<file path="src/rtl/booth_r4_if.sv">
// Controller-to-datapath bus for the radix-4 Booth multiplier.
// The master side drives operands, register enables and mode; the slave side returns flag and product.
interface booth_r4_if #(
  parameter int N = 8
) ();
  logic [N-1:0]   a_in;
  logic [N-1:0]   b_in;
  logic [4:0]     ld;
  logic [4:0]     sel;
  logic           flag;
  logic [2*N-1:0] product;

  modport master (output a_in, b_in, ld, sel, input flag, product);
  modport slave  (input a_in, b_in, ld, sel, output flag, product);
endinterface

</file>
<file path="src/rtl/booth_r4_datapath.sv">
// Radix-4 modified-Booth multiplier datapath: operand/accumulator registers, one Booth add
// and one 2-bit arithmetic shift per enabled cycle, digit counter and result register.
module booth_r4_datapath #(
  parameter int N = 8
) (
  input  logic       clk,
  input  logic       rst,
  booth_r4_if.slave  bus
);
  localparam int CW = $clog2(N/2 + 2);

  logic [N+1:0]   a_r;
  logic [N+1:0]   q_r;
  logic           q_m1;
  logic [N+2:0]   p_r;
  logic [CW-1:0]  cnt;
  logic [2*N-1:0] r_r;

  logic           sgn;
  logic [N+1:0]   a_ext;
  logic [N+1:0]   b_ext;
  logic [N+2:0]   a_x;
  logic [N+2:0]   pp;
  logic [N+2:0]   p_sum;
  logic [N+2:0]   p_shf;
  logic [N+1:0]   q_shf;
  logic [2*N-1:0] result;
  logic           sel_unused;

  assign sgn        = bus.sel[0];
  assign sel_unused = ^bus.sel[4:1];

  assign a_ext = sgn ? {{2{bus.a_in[N-1]}}, bus.a_in} : {2'b00, bus.a_in};
  assign b_ext = sgn ? {{2{bus.b_in[N-1]}}, bus.b_in} : {2'b00, bus.b_in};
  assign a_x   = {a_r[N+1], a_r};

  always_comb begin
    pp = '0;
    case ({q_r[1:0], q_m1})
      3'b001, 3'b010: pp = a_x;
      3'b011:         pp = {a_x[N+1:0], 1'b0};
      3'b100:         pp = '0 - {a_x[N+1:0], 1'b0};
      3'b101, 3'b110: pp = '0 - a_x;
      default:        pp = '0;
    endcase
  end

  // Shift always sees the post-add accumulator when add and shift share a cycle.
  assign p_sum = bus.ld[2] ? (p_r + pp) : p_r;
  assign p_shf = {{2{p_sum[N+2]}}, p_sum[N+2:2]};
  assign q_shf = {p_sum[1:0], q_r[N+1:2]};

  // Signed runs N/2 digits, unsigned N/2+1, so the product sits at different offsets.
  assign result = sgn ? {p_r[N-1:0], q_r[N+1:2]} : {p_r[N-3:0], q_r};

  always_ff @(posedge clk or negedge rst) begin
    if (!rst) begin
      a_r  <= '0;
      q_r  <= '0;
      q_m1 <= 1'b0;
      p_r  <= '0;
      cnt  <= '0;
      r_r  <= '0;
    end else begin
      if (bus.ld[0])
        a_r <= a_ext;
      if (bus.ld[1]) begin
        q_r  <= b_ext;
        q_m1 <= 1'b0;
        p_r  <= '0;
        cnt  <= sgn ? CW'(N/2) : CW'(N/2 + 1);
      end else if (bus.ld[3]) begin
        p_r  <= p_shf;
        q_r  <= q_shf;
        q_m1 <= q_r[1];
        if (cnt != '0)
          cnt <= cnt - 1'b1;
      end else if (bus.ld[2]) begin
        p_r <= p_sum;
      end
      if (bus.ld[4])
        r_r <= result;
    end
  end

  assign bus.flag    = (cnt == '0);
  assign bus.product = r_r;
endmodule

</file>
<file path="src/flat_wrapper.sv">
// flat-port wrapper written by rule: the top's interface ports become plain ports
module booth_r4_datapath_flat 
#(
  parameter int N = 8
)
  (clk, rst, bus_a_in, bus_b_in, bus_ld, bus_sel, bus_flag, bus_product);
  booth_r4_if #(.N(N)) bus_i ();
  input  logic clk;
  input  logic rst;
  input wire logic [$bits(bus_i.a_in)-1:0] bus_a_in;
  input wire logic [$bits(bus_i.b_in)-1:0] bus_b_in;
  input wire logic [$bits(bus_i.ld)-1:0] bus_ld;
  input wire logic [$bits(bus_i.sel)-1:0] bus_sel;
  output wire logic [$bits(bus_i.flag)-1:0] bus_flag;
  output wire logic [$bits(bus_i.product)-1:0] bus_product;
  assign bus_i.a_in = bus_a_in;
  assign bus_i.b_in = bus_b_in;
  assign bus_i.ld = bus_ld;
  assign bus_i.sel = bus_sel;
  assign bus_flag = bus_i.flag;
  assign bus_product = bus_i.product;
  booth_r4_datapath #(.N(N)) u_core (.clk(clk), .rst(rst), .bus(bus_i));
endmodule
</file>
<file path="config.mk">
export PLATFORM = sky130hd
export DESIGN_NAME = booth_r4_datapath_flat
export DESIGN_NICKNAME = d
export VERILOG_FILES = /design/src/rtl/booth_r4_if.sv /design/src/rtl/booth_r4_datapath.sv /design/src/flat_wrapper.sv
export SDC_FILE = /design/constraint.sdc
export NUM_CORES = 1
export LEC_CHECK = 0
export BUFFER_PORTS_ARGS = -buffer_cell sky130_fd_sc_hd__clkbuf_2
export CAP_MARGIN = 20
export CORE_MARGIN = 1
export CORE_UTILIZATION = 43
export CTS_CLUSTER_SIZE = 40
export DETAILED_ROUTE_END_ITERATION = 7
export PLACE_DENSITY_LB_ADDON = 0.1
export SYNTH_ARGS = -nofsm -noshare
export SYNTH_HDL_FRONTEND = slang
export SYNTH_SLANG_ARGS = --single-unit
export TNS_END_PERCENT = 5
</file>
<file path="constraint.sdc">
create_clock -name clk -period 3.7 [get_ports clk]
set_clock_uncertainty 0.1 [all_clocks]
set_input_delay 1.11 -clock clk [delete_from_list [all_inputs] [get_ports clk]]
set_output_delay 1.11 -clock clk [all_outputs]
set_load 0.05 [all_outputs]
</file>
==> impl_metrics.prom, run 1 <==
# TYPE chip_impl_metric gauge
chip_impl_metric{name="numPortBuffers",unit=""} 40
chip_impl_metric{name="num_antenna_cells",unit=""} 0
chip_impl_metric{name="holdWs",unit="ns"} 0.441
chip_impl_metric{name="placed_cell_area",unit="sq um"} 3780
chip_impl_metric{name="finalSetupViolCount",unit=""} 0
chip_impl_metric{name="initial_standard_cell_utilization_of_the_core",unit=""} 0.447
chip_impl_metric{name="worst-r2r-setup-slack",unit="ns"} 0.13
chip_impl_info{name="root_buffer",value="sky130_fd_sc_hd__clkbuf_8"} 1
chip_impl_info{name="hold_start",value="u_core.bus.product[13]"} 1
chip_impl_info{name="critical_path.cell_chain",value="inv_1 > ha_2 > nor4b_4 > and2_4 > o21ai_0 > a211o_1 > o22ai_1 > ha_1 > nand2_1 > a21oi_1 > a211oi_2 > o31ai_2 > xnor2_1 > a41o_1 > a211oi_2"} 1
chip_impl_metric{name="final_core_util",unit=""} 0.509
chip_impl_metric{name="timing.final.crit_share",unit=""} 0.964
chip_impl_metric{name="syn-num-nets",unit=""} 430
chip_impl_info{name="timing_worst_setup_path_type",value="reg -> reg"} 1
chip_impl_metric{name="synth.cell_area",unit="sq um"} 3450
chip_impl_info{name="postSynth.topFlopCell",value="sky130_fd_sc_hd__dfrtp_1"} 1
chip_impl_metric{name="grt_pass1_wl",unit="um"} 13800
chip_impl_info{name="setup.worst_path.start",value="u_core.a_r[1]"} 1
chip_impl_metric{name="die_width",unit="um"} 91.6
chip_impl_metric{name="cts_max_path_buffers",unit=""} 2
chip_impl_metric{name="finalSetupTns",unit="ns"} 0
chip_impl_metric{name="setup_slack",unit="ns"} 0.133
chip_impl_metric{name="post_syn_instances",unit=""} 388
chip_impl_info{name="critical-path-slowest-cell",value="sky130_fd_sc_hd__dfrtp_1"} 1
chip_impl_info{name="start_kind",value="flip-flop"} 1
chip_impl_metric{name="number_of_enable_flip_flop_cells_after_synthesis",unit=""} 0
chip_impl_metric{name="grt_pass1_vias",unit=""} 2808
chip_impl_info{name="hold_path_class",value="reg -> reg"} 1
chip_impl_metric{name="drt_first_iter_violations",unit=""} 91
chip_impl_metric{name="yosys.area.top_type_share",unit=""} 0.363
chip_impl_metric{name="routabilityCongestion",unit=""} 0.835
chip_impl_metric{name="clock_power_frac",unit=""} 0.233
chip_impl_metric{name="drv_cap",unit=""} 0
chip_impl_info{name="cts_tree",value="done"} 1
chip_impl_metric{name="pin_count_of_the_biggest_net_entering_global_routing",unit=""} 35
chip_impl_metric{name="p_int",unit="mW"} 1.09
chip_impl_metric{name="slew_headroom",unit=""} 0.407
chip_impl_metric{name="p_switching",unit="mW"} 0.700
chip_impl_metric{name="fp.dieArea",unit="sq um"} 8390
chip_impl_metric{name="fin_crit_period",unit="ns"} 3.57
chip_impl_info{name="synth_largest_area_cell",value="sky130_fd_sc_hd__dfrtp_1"} 1
chip_impl_metric{name="ys_async_sr_fraction",unit=""} 1.00
chip_impl_metric{name="syn_avg_cell_area",unit="sq um"} 8.89
chip_impl_info{name="critical_path.reg2reg.startpoint",value="u_core.a_r[1]"} 1
chip_impl_info{name="synth_top_cells_by_area",value="sky130_fd_sc_hd__dfrtp_1 (36%), sky130_fd_sc_hd__mux2i_1 (10%), sky130_fd_sc_hd__a21oi_1 (5.9%)"} 1
chip_impl_metric{name="tritoncts.num_buffers",unit=""} 5
chip_impl_metric{name="max-vdd-ir-drop",unit="V"} 0.000249
chip_impl_metric{name="ant_nets",unit=""} 0
chip_impl_metric{name="insertion_delay_to_the_later_sink_of_the_worst_skew_pair",unit="ns"} 0.32
chip_impl_metric{name="timing_max_transition_violations_final",unit=""} 0
chip_impl_metric{name="critPathArrivalTime",unit="ns"} 3.71
chip_impl_metric{name="io-pin-count",unit=""} 45
chip_impl_info{name="timing.critical_path.to_type",value="flip-flop"} 1
chip_impl_metric{name="design.core.area",unit="sq um"} 7730
chip_impl_metric{name="placedCellCount",unit=""} 518
chip_impl_metric{name="power_frac_seq",unit=""} 0.384
chip_impl_metric{name="clock_tree.htree_level_count",unit=""} 2
chip_impl_metric{name="leakage",unit="nW"} 1.76
chip_impl_metric{name="post_synth_num_cell_types",unit=""} 54
chip_impl_metric{name="synthToLayoutAreaGrowth",unit="%"} 14.0
chip_impl_metric{name="critical_path.max_fanout",unit=""} 7
chip_impl_metric{name="timing_hold_violations_final",unit=""} 0
chip_impl_metric{name="viasPerCell",unit=""} 5.59
chip_impl_metric{name="final_cell_area",unit="sq um"} 3930
chip_impl_metric{name="max_freq",unit="GHz"} 0.280
chip_impl_metric{name="yosys_warnings",unit=""} 0
chip_impl_metric{name="power.combinational.fraction",unit=""} 0.383
chip_impl_metric{name="place_ws",unit="ns"} 0.143
chip_impl_metric{name="cts.sink_count",unit=""} 50
chip_impl_metric{name="drt_drc_violations_left",unit=""} 0
chip_impl_metric{name="average_wire_per_cell_in_the_routed_design",unit="um"} 15.9
chip_impl_metric{name="postSynthRegisterBits",unit=""} 50
chip_impl_metric{name="post-layout-total-power",unit="mW"} 1.78
chip_impl_metric{name="grt.total_usage",unit=""} 0.208
chip_impl_metric{name="antenna_found_initial",unit=""} 0
chip_impl_metric{name="power_density",unit="nW/um^2"} 454
chip_impl_metric{name="switching_share",unit=""} 0.392
chip_impl_metric{name="global_route.overflow_total",unit=""} 0
chip_impl_info{name="outcome",value="finished, final reports clean"} 1
chip_impl_metric{name="worst_setup_hold_path_clk_slew",unit="ns"} 0.11
chip_impl_metric{name="synth.yosys.seq_area_share",unit=""} 0.363
chip_impl_metric{name="drt-pass1-iter-count",unit=""} 4
chip_impl_metric{name="count_of_nets_after_finishing",unit=""} 467
chip_impl_metric{name="crit_path_max_incr_delay",unit="ns"} 0.44
chip_impl_metric{name="timing_worst_slew_pin_value",unit="ns"} 0.890
chip_impl_info{name="crit_path_frequent_cell",value="sky130_fd_sc_hd__a211oi_2"} 1
chip_impl_metric{name="stdcell_count",unit=""} 528
chip_impl_metric{name="finalWirelength",unit="um"} 8380
chip_impl_metric{name="vias",unit=""} 2949
chip_impl_metric{name="cp_data_required_time",unit="ns"} 3.84
chip_impl_metric{name="placement_rows",unit=""} 32
chip_impl_metric{name="drive_above_1_share",unit=""} 0.214
chip_impl_metric{name="die_height",unit="um"} 91.6
chip_impl_metric{name="final.fill_count",unit=""} 747
chip_impl_metric{name="dp_hpwl",unit="um"} 6120
==> Yosys cell counts, types with 2 or more instances <==
cell,number
sky130_fd_sc_hd__dfrtp_1,50
sky130_fd_sc_hd__o21a_1,2
sky130_fd_sc_hd__mux2_2,9
sky130_fd_sc_hd__xor2_1,6
sky130_fd_sc_hd__buf_2,7
sky130_fd_sc_hd__nand3_1,6
sky130_fd_sc_hd__nand2_1,28
sky130_fd_sc_hd__inv_1,12
sky130_fd_sc_hd__o21bai_1,2
sky130_fd_sc_hd__o22ai_1,2
sky130_fd_sc_hd__o21ai_0,32
sky130_fd_sc_hd__nor2_1,41
sky130_fd_sc_hd__a21oi_1,41
sky130_fd_sc_hd__or3_1,3
sky130_fd_sc_hd__buf_1,4
sky130_fd_sc_hd__a32o_1,2
sky130_fd_sc_hd__a21o_1,2
sky130_fd_sc_hd__nor3_1,6
sky130_fd_sc_hd__mux2i_1,36
sky130_fd_sc_hd__a211oi_1,18
sky130_fd_sc_hd__nand3b_1,3
sky130_fd_sc_hd__a211o_1,2
sky130_fd_sc_hd__a21boi_0,3
sky130_fd_sc_hd__clkbuf_1,16
sky130_fd_sc_hd__xnor2_1,9
sky130_fd_sc_hd__nor2b_1,5
sky130_fd_sc_hd__a211oi_2,2
sky130_fd_sc_hd__ha_1,13
==> registers in the layout (all words and copies together) (netlist names) <==
| name | flops |
|---|---|
| u_core.bus.product | 16 |
| u_core.cnt | 3 |
| u_core.a_r | 9 |
| u_core.p_r | 11 |
| u_core.q_m1 | 1 |
| u_core.q_r | 10 |
==> kinds of logic after synthesis <==
group                      Yosys count  synth area share
AOI/OAI and AO/OA                  124             0.230
xor gates and xnor gates            15            0.0381
adders and majority gates           14            0.0529
buffers and inverters               40            0.0471
DFF                                 50             0.363
muxes                               45             0.134
and+or+nand+nor                    100             0.135
==> cell type report <==
class | count | area [sq um] | share of cell area
Clock inverter | 3 | 48.8 | 0.0124
Inverter | 12 | 45.0 | 0.0115
Clock buffer | 5 | 68.8 | 0.0175
Tap cell | 102 | 128 | 0.0325
Timing Repair Buffer | 58 | 335 | 0.0853
Multi-Input combinational cell | 298 | 2060 | 0.523
Sequential cell | 50 | 1250 | 0.318
==> layer usage <==
layer	part of all wire	up-vias	GRT usage	wire, um
li1	-	1472	-	-
met1	0.48	1411	0.275	3990
met2	0.49	57	0.359	4070
met3	0.028	9	0.0276	235
met4	0.011	0	0.0516	91
met5	0	-	0	0
==> path summary, 6_finish.rpt <==
path                       cells past startpoint                     end
max                                           15           u_core.p_r[9]
max in group asynchronous                      2           u_core.a_r[4]
max reg2reg                                   15           u_core.p_r[9]
min                                            2  u_core.bus.product[13]
min reg2reg                                    2  u_core.bus.product[13]
min in group asynchronous                      1   u_core.bus.product[0]
==> worst max-delay path: cells and delay by family (launching register included) <==
family | cells | cell delay [ns]
AOI/OAI and AO/OA | 8 | 1.48
xor gates and xnor gates | 1 | 0.17
DFF | 1 | 0.44
buffers and inverters | 1 | 0.10
adders and majority gates | 2 | 0.57
and+or+nand+nor | 3 | 0.63
==> power by group through the flow <==
stage	Combinational (mW)	Sequential (mW)	Clock [mW]
3_5_place_dp	0.669	0.695	0
2_1_floorplan	0.428	0.760	0
5_1_grt	0.752	0.696	0.444
6_report	0.684	0.685	0.416
4_1_cts	0.674	0.684	0.422
3_3_place_gp	0.662	0.692	0
==> timing repair <==
| item | in CTS | in global routing |
|---|---|---|
| endpoints found under the setup margin | 0 | 4 |
| hold buffers | 0 | 0 |
| resized for setup | 0 | 7 |
| buffers inserted | 0 | 2 |
==> cell usage in the layout (no fill, tap or decap), drive strengths merged, types with 3 or more instances in the layout <==
cell,Yosys,layout
dfrtp,50,50
clkbuf,16,45
a21oi,42,42
nor2,41,41
mux2i,36,36
o21ai,34,34
nand2,28,28
a211oi,20,20
buf,12,18
ha,13,13
inv,12,13
xnor2,9,9
mux2,9,9
nor3,7,7
xor2,6,6
nand3,6,6
nor2b,5,5
nand3b,3,3
or3,3,3
a21boi,3,3
Note: power is estimated with default switching activity, not from simulation.
==> inputs of run 2 (changes only) <==
Settings changed: ABC_AREA set to 1.
==> run 2 against run 1 <==
  * Core utilization shrank 1.2 points
  * Via count grew 0.17%
  * Sequential power shrank 1%
  * Clock power shrank 16%
  * Global-route usage grew 0.96 points
  * Flip-flop and latch count is the same
  * Synthesized cell count grew 15%
  * Sequential share of layout area grew 2.9 points
  * First-iteration DRC count grew 66%
  * Die area shrank 6.6%
  * Setup slack gained 0.36 ns
  * Critical path type unchanged
==> impl_metrics.prom, run 2 <==
# TYPE chip_impl_metric gauge
chip_impl_metric{name="cts_setup_buffers",unit=""} 0
chip_impl_metric{name="count_of_nets_after_finishing",unit=""} 527
chip_impl_metric{name="synth.cell_area",unit="sq um"} 3220
chip_impl_info{name="critPathTopFamily",value="simple AND/OR/NAND/NOR gates"} 1
chip_impl_metric{name="grt_pass1_wl",unit="um"} 12900
chip_impl_metric{name="syn_avg_cell_area",unit="sq um"} 7.18
chip_impl_info{name="crit-reg2reg-capture",value="u_core.p_r[8]"} 1
chip_impl_metric{name="ys_async_sr_fraction",unit=""} 1.00
chip_impl_metric{name="drt_first_iter_violations",unit=""} 151
chip_impl_metric{name="synth_mux_area_frac",unit=""} 0
chip_impl_metric{name="global_route.overflow_total",unit=""} 0
chip_impl_metric{name="timing.final.crit_share",unit=""} 0.868
chip_impl_metric{name="cts-hold-fix-buffers",unit=""} 0
chip_impl_metric{name="cp_data_required_time",unit="ns"} 3.80
chip_impl_info{name="critical_path.cell_chain",value="inv_1 > ha_1 > inv_1 > nor2_1 > nand2_1 > nor3_1 > xor2_1 > inv_1 > a21oi_1 > o21ai_0 > ha_1 > nand2_1 > nor2_1 > nand3_1 > nand3_1 > inv_1 > nand2_2 > nand3_1 > nand2_2 > nand3_2 > nand2_1 > nand2_1"} 1
chip_impl_metric{name="max_freq",unit="GHz"} 0.311
chip_impl_metric{name="postSynthRegisterBits",unit=""} 50
chip_impl_info{name="synth.top_cells.by_count",value="sky130_fd_sc_hd__nand2_1 (124), sky130_fd_sc_hd__nor2_1 (54), sky130_fd_sc_hd__dfrtp_1 (50), sky130_fd_sc_hd__inv_1 (50), sky130_fd_sc_hd__nand3_1 (28)"} 1
chip_impl_metric{name="fp.dieArea",unit="sq um"} 7830
chip_impl_metric{name="die_height",unit="um"} 88.5
chip_impl_metric{name="numPortBuffers",unit=""} 40
chip_impl_info{name="synth_largest_area_cell",value="sky130_fd_sc_hd__dfrtp_1"} 1
chip_impl_metric{name="viasPerCell",unit=""} 5.05
chip_impl_metric{name="drt_drc_violations_left",unit=""} 0
chip_impl_metric{name="synth-simple-area-share",unit=""} 0.294
chip_impl_metric{name="clock_tree.htree_level_count",unit=""} 2
chip_impl_metric{name="timing_worst_slew_pin_value",unit="ns"} 0.730
chip_impl_metric{name="placement_rows",unit=""} 31
chip_impl_metric{name="vias",unit=""} 2954
chip_impl_metric{name="synth-compound-area-share",unit=""} 0.148
chip_impl_metric{name="drt-pass1-iter-count",unit=""} 4
chip_impl_info{name="critical-path-slowest-cell",value="sky130_fd_sc_hd__dfrtp_1"} 1
chip_impl_metric{name="antenna_found_initial",unit=""} 0
chip_impl_metric{name="worst_setup_hold_path_clk_slew",unit="ns"} 0.11
chip_impl_metric{name="synthToLayoutAreaGrowth",unit="%"} 11.9
chip_impl_metric{name="ant_nets",unit=""} 0
chip_impl_info{name="setup.worst_path.start",value="u_core.a_r[0]"} 1
chip_impl_metric{name="regArea",unit="sq um"} 1250
chip_impl_metric{name="final.fill_count",unit=""} 749
chip_impl_metric{name="multiInputGateArea",unit="sq um"} 1690
chip_impl_metric{name="final_core_util",unit=""} 0.496
chip_impl_metric{name="initial_standard_cell_utilization_of_the_core",unit=""} 0.444
chip_impl_info{name="synth_top_family_by_area",value="simple AND/OR/NAND/NOR gates"} 1
chip_impl_metric{name="power_density",unit="nW/um^2"} 447
chip_impl_metric{name="post_cts.resized_instances",unit=""} 0
chip_impl_metric{name="synth_xor_xnor_area_share",unit=""} 0.0272
chip_impl_metric{name="die_width",unit="um"} 88.5
chip_impl_info{name="synth_most_common_cell",value="sky130_fd_sc_hd__nand2_1"} 1
chip_impl_metric{name="place_ws",unit="ns"} 0.503
chip_impl_info{name="synth_top_cells_by_area",value="sky130_fd_sc_hd__dfrtp_1 (39%), sky130_fd_sc_hd__nand2_1 (14%), sky130_fd_sc_hd__nor2_1 (6.3%)"} 1
chip_impl_info{name="start_kind",value="flip-flop"} 1
chip_impl_metric{name="grt.total_usage",unit=""} 0.218
chip_impl_metric{name="finalSetupViolCount",unit=""} 0
chip_impl_metric{name="io-pin-count",unit=""} 45
chip_impl_info{name="cts_tree",value="done"} 1
chip_impl_metric{name="dp_hpwl",unit="um"} 5940
chip_impl_metric{name="yosys.area.top_type_share",unit=""} 0.389
chip_impl_metric{name="cts_max_path_buffers",unit=""} 2
chip_impl_metric{name="post_syn_instances",unit=""} 448
chip_impl_metric{name="post_synth_adder_cell_area",unit=""} 0.0568
chip_impl_metric{name="slew_headroom",unit=""} 0.513
chip_impl_metric{name="placedCellCount",unit=""} 577
chip_impl_info{name="timing_worst_setup_path_type",value="reg -> reg"} 1
chip_impl_metric{name="max-vdd-ir-drop",unit="V"} 0.000240
chip_impl_metric{name="crit_path_max_incr_delay",unit="ns"} 0.40
chip_impl_metric{name="drv_cap",unit=""} 0
chip_impl_metric{name="routabilityCongestion",unit=""} 0.873
chip_impl_metric{name="r2r.worst_path.cells",unit=""} 22
chip_impl_metric{name="critPathArrivalTime",unit="ns"} 3.31
chip_impl_metric{name="timing_hold_violations_final",unit=""} 0
chip_impl_metric{name="setup_slack",unit="ns"} 0.489
chip_impl_info{name="outcome",value="finished, final reports clean"} 1
chip_impl_metric{name="insertion_delay_to_the_later_sink_of_the_worst_skew_pair",unit="ns"} 0.32
chip_impl_metric{name="finalWirelength",unit="um"} 7880
chip_impl_info{name="hold_path_class",value="reg -> reg"} 1
chip_impl_metric{name="finalSetupTns",unit="ns"} 0
chip_impl_metric{name="syn-num-nets",unit=""} 490
chip_impl_metric{name="leakage",unit="nW"} 1.83
chip_impl_metric{name="design.core.area",unit="sq um"} 7250
chip_impl_info{name="grt_setup_unrepaired",value="false"} 1
chip_impl_metric{name="path_depth",unit=""} 22
chip_impl_info{name="postSynth.topFlopCell",value="sky130_fd_sc_hd__dfrtp_1"} 1
chip_impl_metric{name="yosys_warnings",unit=""} 0
chip_impl_metric{name="largest_register_ff_count",unit=""} 16
chip_impl_info{name="root_buffer",value="sky130_fd_sc_hd__clkbuf_8"} 1
chip_impl_metric{name="critical_path_buf_inv_count",unit=""} 4
chip_impl_metric{name="num_antenna_cells",unit=""} 0
chip_impl_metric{name="worst-r2r-setup-slack",unit="ns"} 0.49
chip_impl_metric{name="critical_path.max_fanout",unit=""} 5
chip_impl_metric{name="post_synth_num_cell_types",unit=""} 38
chip_impl_metric{name="synth.yosys.seq_area_share",unit=""} 0.389
chip_impl_info{name="final_common_cell",value="sky130_fd_sc_hd__nand2_1"} 1
chip_impl_metric{name="pin_count_of_the_biggest_net_entering_global_routing",unit=""} 33
chip_impl_metric{name="number_of_enable_flip_flop_cells_after_synthesis",unit=""} 0
chip_impl_info{name="setup.worst_path.end",value="u_core.p_r[8]"} 1
chip_impl_info{name="timing.critical_path.to_type",value="flip-flop"} 1
chip_impl_info{name="critical_path.reg2reg.startpoint",value="u_core.a_r[0]"} 1
chip_impl_metric{name="stdcell_count",unit=""} 585
chip_impl_info{name="layout_common_cells",value="sky130_fd_sc_hd__nand2_1 (124), sky130_fd_sc_hd__nor2_1 (54), sky130_fd_sc_hd__inv_1 (50), sky130_fd_sc_hd__dfrtp_1 (50), sky130_fd_sc_hd__clkbuf_2 (40)"} 1
chip_impl_metric{name="fin_crit_period",unit="ns"} 3.21
chip_impl_metric{name="drive_above_1_share",unit=""} 0.138
chip_impl_metric{name="cts.sink_count",unit=""} 50
chip_impl_metric{name="average_wire_per_cell_in_the_routed_design",unit="um"} 13.5
chip_impl_metric{name="timing_max_transition_violations_final",unit=""} 0
chip_impl_metric{name="grt_pass1_vias",unit=""} 2660
chip_impl_metric{name="tritoncts.num_buffers",unit=""} 5
chip_impl_info{name="hold_start",value="u_core.bus.product[10]"} 1
[run 2: cell types whose count changed in the layout (fill, tap and decap cells not counted), moves of 16 or more]
cell,delta
sky130_fd_sc_hd__nand2_1,+96
sky130_fd_sc_hd__a211oi_1,-16
sky130_fd_sc_hd__buf_4,-16
sky130_fd_sc_hd__nand3_1,+22
sky130_fd_sc_hd__a21oi_1,-26
sky130_fd_sc_hd__inv_1,+39
sky130_fd_sc_hd__a31oi_1,+16
sky130_fd_sc_hd__mux2i_1,-36
[run 2: metrics by stage]
| step | total power, mW | hold WS, ns | area, sq um |
|---|---|---|---|
| after floorplan | 1.12 | 0.377 | 3220 |
| after global placement | 1.27 | 0.425 | 3500 |
| after detailed placement | 1.27 | 0.429 | 3500 |
| after CTS | 1.62 | 0.442 | 3600 |
| after global routing | 1.72 | 0.465 | 3600 |
| final | 1.61 | 0.442 | 3600 |
[run 2: cell type report]
cell class,instances,area share
well taps,99,0.0344
inverters,59,0.0615
multi-input cells,327,0.470
flip-flops and latches,50,0.347
clock buffers,5,0.0191
clock inverters,3,0.00799
repair buffers,42,0.0598
[run 2: routing by layer]
layer	global-route usage	part of all wire	wire length (um)	vias to the layer above
met5	0	0	0	-
met4	0.0572	0.0099	78	0
met3	0.0373	0.039	308	8
met2	0.319	0.43	3380	55
met1	0.330	0.52	4110	1348
li1	-	-	-	1543
[run 2: cells by family after synthesis]
logic type,count (synthesis)
and+or+nand+nor,226
DFF,50
xor gates and xnor gates,10
buffers and inverters,71
adders and majority gates,14
AOI/OAI and AO/OA,77
[run 2: where the power goes]
| part | leakage, nW | internal (mW) | total, mW | switching, mW |
|---|---|---|---|---|
| logic | 1.17 | 0.191 | 0.583 | 0.392 |
| clock network | 0.0502 | 0.141 | 0.350 | 0.210 |
| registers | 0.615 | 0.612 | 0.677 | 0.0646 |
[run 2: worst min-delay path by stage]
stage / endpoint / slack, ns / cells after the start
after floorplan: u_core.p_r[8] / 0.38 / 2
after detailed placement: u_core.bus.product[12] / 0.43 / 2
final: u_core.bus.product[10] / 0.44 / 2
after global placement: u_core.p_r[9] / 0.43 / 2
after global routing: u_core.bus.product[4] / 0.47 / 2
after CTS: u_core.bus.product[2] / 0.44 / 2
[run 2: worst reg2reg max path, delay by kind of cell, from the launching register on]
kind                     cells  cell delay, ns
XOR/XNOR                     1            0.17
AND/OR/NAND/NOR             13            1.37
flip-flops                   1            0.40
adder cells (fa/ha/maj)      2            0.55
buffers and inverters        4            0.29
AO/OA/AOI/OAI                2            0.25
==> inputs of run 3 (changes only) <==
Settings changed: CELL_PAD_IN_SITES_DETAIL_PLACEMENT set to 1, CELL_PAD_IN_SITES_GLOBAL_PLACEMENT set to 1, CORE_UTILIZATION 43 to 42, MAX_ROUTING_LAYER set to met4.
==> run 3 against run 2 <==
  * Global-route usage increased by 3.0 points
  * Critical path type unchanged
  * Power rose by 5.5%
  * Clock power grew 19%
  * Via count increased by 3.2%
  * Core utilization down 0.17 points
  * Non-clock buffer count unchanged
  * Critical path depth unchanged
  * Sequential power barely moved
==> impl_metrics.prom, run 3 (same netlist as run 2, synthesis figures left out) <==
# TYPE chip_impl_metric gauge
chip_impl_metric{name="die_width",unit="um"} 89.5
chip_impl_metric{name="critPathArrivalTime",unit="ns"} 3.42
chip_impl_metric{name="drt_drc_violations_left",unit=""} 0
chip_impl_metric{name="clock_tree.htree_level_count",unit=""} 2
chip_impl_metric{name="drv_cap",unit=""} 0
chip_impl_metric{name="placement_rows",unit=""} 31
chip_impl_metric{name="cts_max_path_buffers",unit=""} 2
chip_impl_metric{name="fin_crit_period",unit="ns"} 3.32
chip_impl_metric{name="met3RoutedLength",unit="um"} 228
chip_impl_info{name="crit_path_frequent_cell",value="sky130_fd_sc_hd__nand2_1"} 1
chip_impl_metric{name="average_wire_per_cell_in_the_routed_design",unit="um"} 15.4
chip_impl_metric{name="routabilityCongestion",unit=""} 0.886
chip_impl_metric{name="drt-pass1-iter-count",unit=""} 4
chip_impl_metric{name="routed_metal_1_wirelength",unit="um"} 4420
chip_impl_info{name="root_buffer",value="sky130_fd_sc_hd__clkbuf_8"} 1
chip_impl_info{name="critPathTopFamily",value="simple AND/OR/NAND/NOR gates"} 1
chip_impl_info{name="outcome",value="finished, final reports clean"} 1
chip_impl_metric{name="num_antenna_cells",unit=""} 0
chip_impl_metric{name="timing_worst_slew_pin_value",unit="ns"} 0.617
chip_impl_metric{name="numPortBuffers",unit=""} 40
chip_impl_metric{name="power_density",unit="nW/um^2"} 468
chip_impl_metric{name="antenna_found_initial",unit=""} 0
chip_impl_metric{name="critical_path_buf_inv_count",unit=""} 4
chip_impl_metric{name="vias",unit=""} 3050
chip_impl_metric{name="synthToLayoutAreaGrowth",unit="%"} 12.8
chip_impl_info{name="maxUsedRoutingLayer",value="met4"} 1
chip_impl_metric{name="stdcell_count",unit=""} 585
chip_impl_info{name="start_kind",value="flip-flop"} 1
chip_impl_metric{name="io-pin-count",unit=""} 45
chip_impl_metric{name="drive_above_1_share",unit=""} 0.142
chip_impl_metric{name="pin_count_of_the_biggest_net_entering_global_routing",unit=""} 33
chip_impl_metric{name="timing.final.crit_share",unit=""} 0.896
chip_impl_metric{name="max-vdd-ir-drop",unit="V"} 0.000229
chip_impl_metric{name="viasPerCell",unit=""} 5.21
chip_impl_metric{name="critical_path.max_fanout",unit=""} 5
chip_impl_metric{name="global_route.overflow_total",unit=""} 0
chip_impl_info{name="layout_common_cells",value="sky130_fd_sc_hd__nand2_1 (124), sky130_fd_sc_hd__nor2_1 (53), sky130_fd_sc_hd__dfrtp_1 (50), sky130_fd_sc_hd__inv_1 (49), sky130_fd_sc_hd__clkbuf_2 (40)"} 1
chip_impl_metric{name="drt_first_iter_violations",unit=""} 158
chip_impl_metric{name="max_freq",unit="GHz"} 0.302
chip_impl_metric{name="grt.total_usage",unit=""} 0.248
chip_impl_metric{name="insertion_delay_to_the_later_sink_of_the_worst_skew_pair",unit="ns"} 0.31
chip_impl_metric{name="finalSetupViolCount",unit=""} 0
chip_impl_info{name="hold_path_class",value="reg -> reg"} 1
chip_impl_info{name="cts_tree",value="done"} 1
chip_impl_metric{name="final.fill_count",unit=""} 980
chip_impl_metric{name="finalWirelength",unit="um"} 9030
chip_impl_metric{name="crit_path_max_incr_delay",unit="ns"} 0.41
chip_impl_metric{name="dp_hpwl",unit="um"} 6970
chip_impl_metric{name="initial_standard_cell_utilization_of_the_core",unit=""} 0.439
chip_impl_metric{name="cts_setup_buffers",unit=""} 0
chip_impl_metric{name="cts.sink_count",unit=""} 50
chip_impl_metric{name="leakage",unit="nW"} 1.84
chip_impl_metric{name="ant_nets",unit=""} 0
chip_impl_info{name="critical-path-slowest-cell",value="sky130_fd_sc_hd__dfrtp_1"} 1
chip_impl_info{name="grt_setup_unrepaired",value="false"} 1
chip_impl_metric{name="grt_pass1_wl",unit="um"} 14300
chip_impl_metric{name="slew_headroom",unit=""} 0.589
chip_impl_metric{name="die_height",unit="um"} 89.5
chip_impl_info{name="timing.critical_path.to_type",value="flip-flop"} 1
chip_impl_info{name="final_common_cell",value="sky130_fd_sc_hd__nand2_1"} 1
chip_impl_metric{name="placedCellCount",unit=""} 577
chip_impl_metric{name="design.core.area",unit="sq um"} 7330
chip_impl_metric{name="count_of_nets_after_finishing",unit=""} 527
chip_impl_metric{name="largest_register_ff_count",unit=""} 16
chip_impl_metric{name="worst_setup_hold_path_clk_slew",unit="ns"} 0.10
chip_impl_metric{name="grt_pass1_vias",unit=""} 2942
chip_impl_metric{name="timing_max_transition_violations_final",unit=""} 0
chip_impl_metric{name="fp.dieArea",unit="sq um"} 8010
chip_impl_metric{name="cp_data_required_time",unit="ns"} 3.81
chip_impl_metric{name="route.met2.wl",unit="um"} 4320
chip_impl_metric{name="finalSetupTns",unit="ns"} 0
chip_impl_info{name="timing_worst_setup_path_type",value="reg -> reg"} 1
chip_impl_info{name="critical_path.cell_chain",value="inv_2 > ha_1 > inv_1 > nor2_2 > nand2_1 > nor3_1 > xor2_1 > inv_1 > a21oi_1 > o21ai_0 > ha_1 > nand2_1 > nor2_1 > nand3_1 > nand3_1 > nand2_1 > nand3_1 > nand3_1 > nand2_1 > inv_1 > nand2_1 > nand2_1"} 1
chip_impl_metric{name="tritoncts.num_buffers",unit=""} 5
chip_impl_metric{name="cts-hold-fix-buffers",unit=""} 0
chip_impl_metric{name="timing_hold_violations_final",unit=""} 0
[run 3: area by class of cell]
type,instances,area [sq um],share of cell area
clock buffer,6,82.6,0.0228
sequential,50,1250,0.345
clock inverter,2,38.8,0.0107
tap,99,124,0.0341
inverter,59,221,0.0611
timing repair buffer,42,215,0.0593
multi-input combinational,327,1690,0.467
[run 3: tightest hold or removal path, cell delays in order (launching register included)]
cell,delay [ns]
sky130_fd_sc_hd__dfrtp_1,0.39
sky130_fd_sc_hd__nor2_1,0.09
sky130_fd_sc_hd__a31oi_1,0.05
[run 3: power breakdown]
part           total [mW]  switching (mW)  leakage [nW]  internal (mW)
Clock               0.417           0.195        0.0618          0.223
Sequential          0.680          0.0678         0.615          0.612
Combinational       0.602           0.409          1.17          0.193
Total                1.70           0.671          1.84           1.03
[run 3: what timing repair did]
item | CTS | global route
endpoints found under the setup margin | 0 | 2
resized for setup | 0 | 2
hold endpoints to repair | 0 | 0
[run 3: metal layers]
layer,GRT usage,vias to the layer above
li1,-,1541
met1,0.329,1465
met2,0.414,40
met3,0.0277,4
met4,0.0433,0
met5,-,-
[run 3: stage by stage]
stage	util	hold WS, ns	total power, mW	area (sq um)	worst slack (ns)
finish	0.495	0.447	1.70	3630	0.385
global route	0.495	0.466	1.82	3630	0.0257
CTS	0.494	0.451	1.72	3620	0.280
detailed placement	0.478	0.431	1.29	3500	0.308
global placement	0.478	0.423	1.27	3500	0.487
floorplan	-	0.377	1.12	3220	0.923
[run 3: worst paths after layout]
path | to | depth (start not counted) | slack, ns | start
max in group asynchronous | u_core.p_r[4] | 2 | 2.00 | rst
worst min register to register | u_core.bus.product[7] | 2 | 0.45 | u_core.bus.product[7]
worst max register to register | u_core.p_r[9] | 22 | 0.38 | u_core.a_r[0]
worst max-delay path | u_core.p_r[9] | 22 | 0.38 | u_core.a_r[0]
min in group asynchronous | u_core.bus.product[9] | 1 | 0.70 | rst
worst min-delay path | u_core.bus.product[7] | 2 | 0.45 | u_core.bus.product[7]
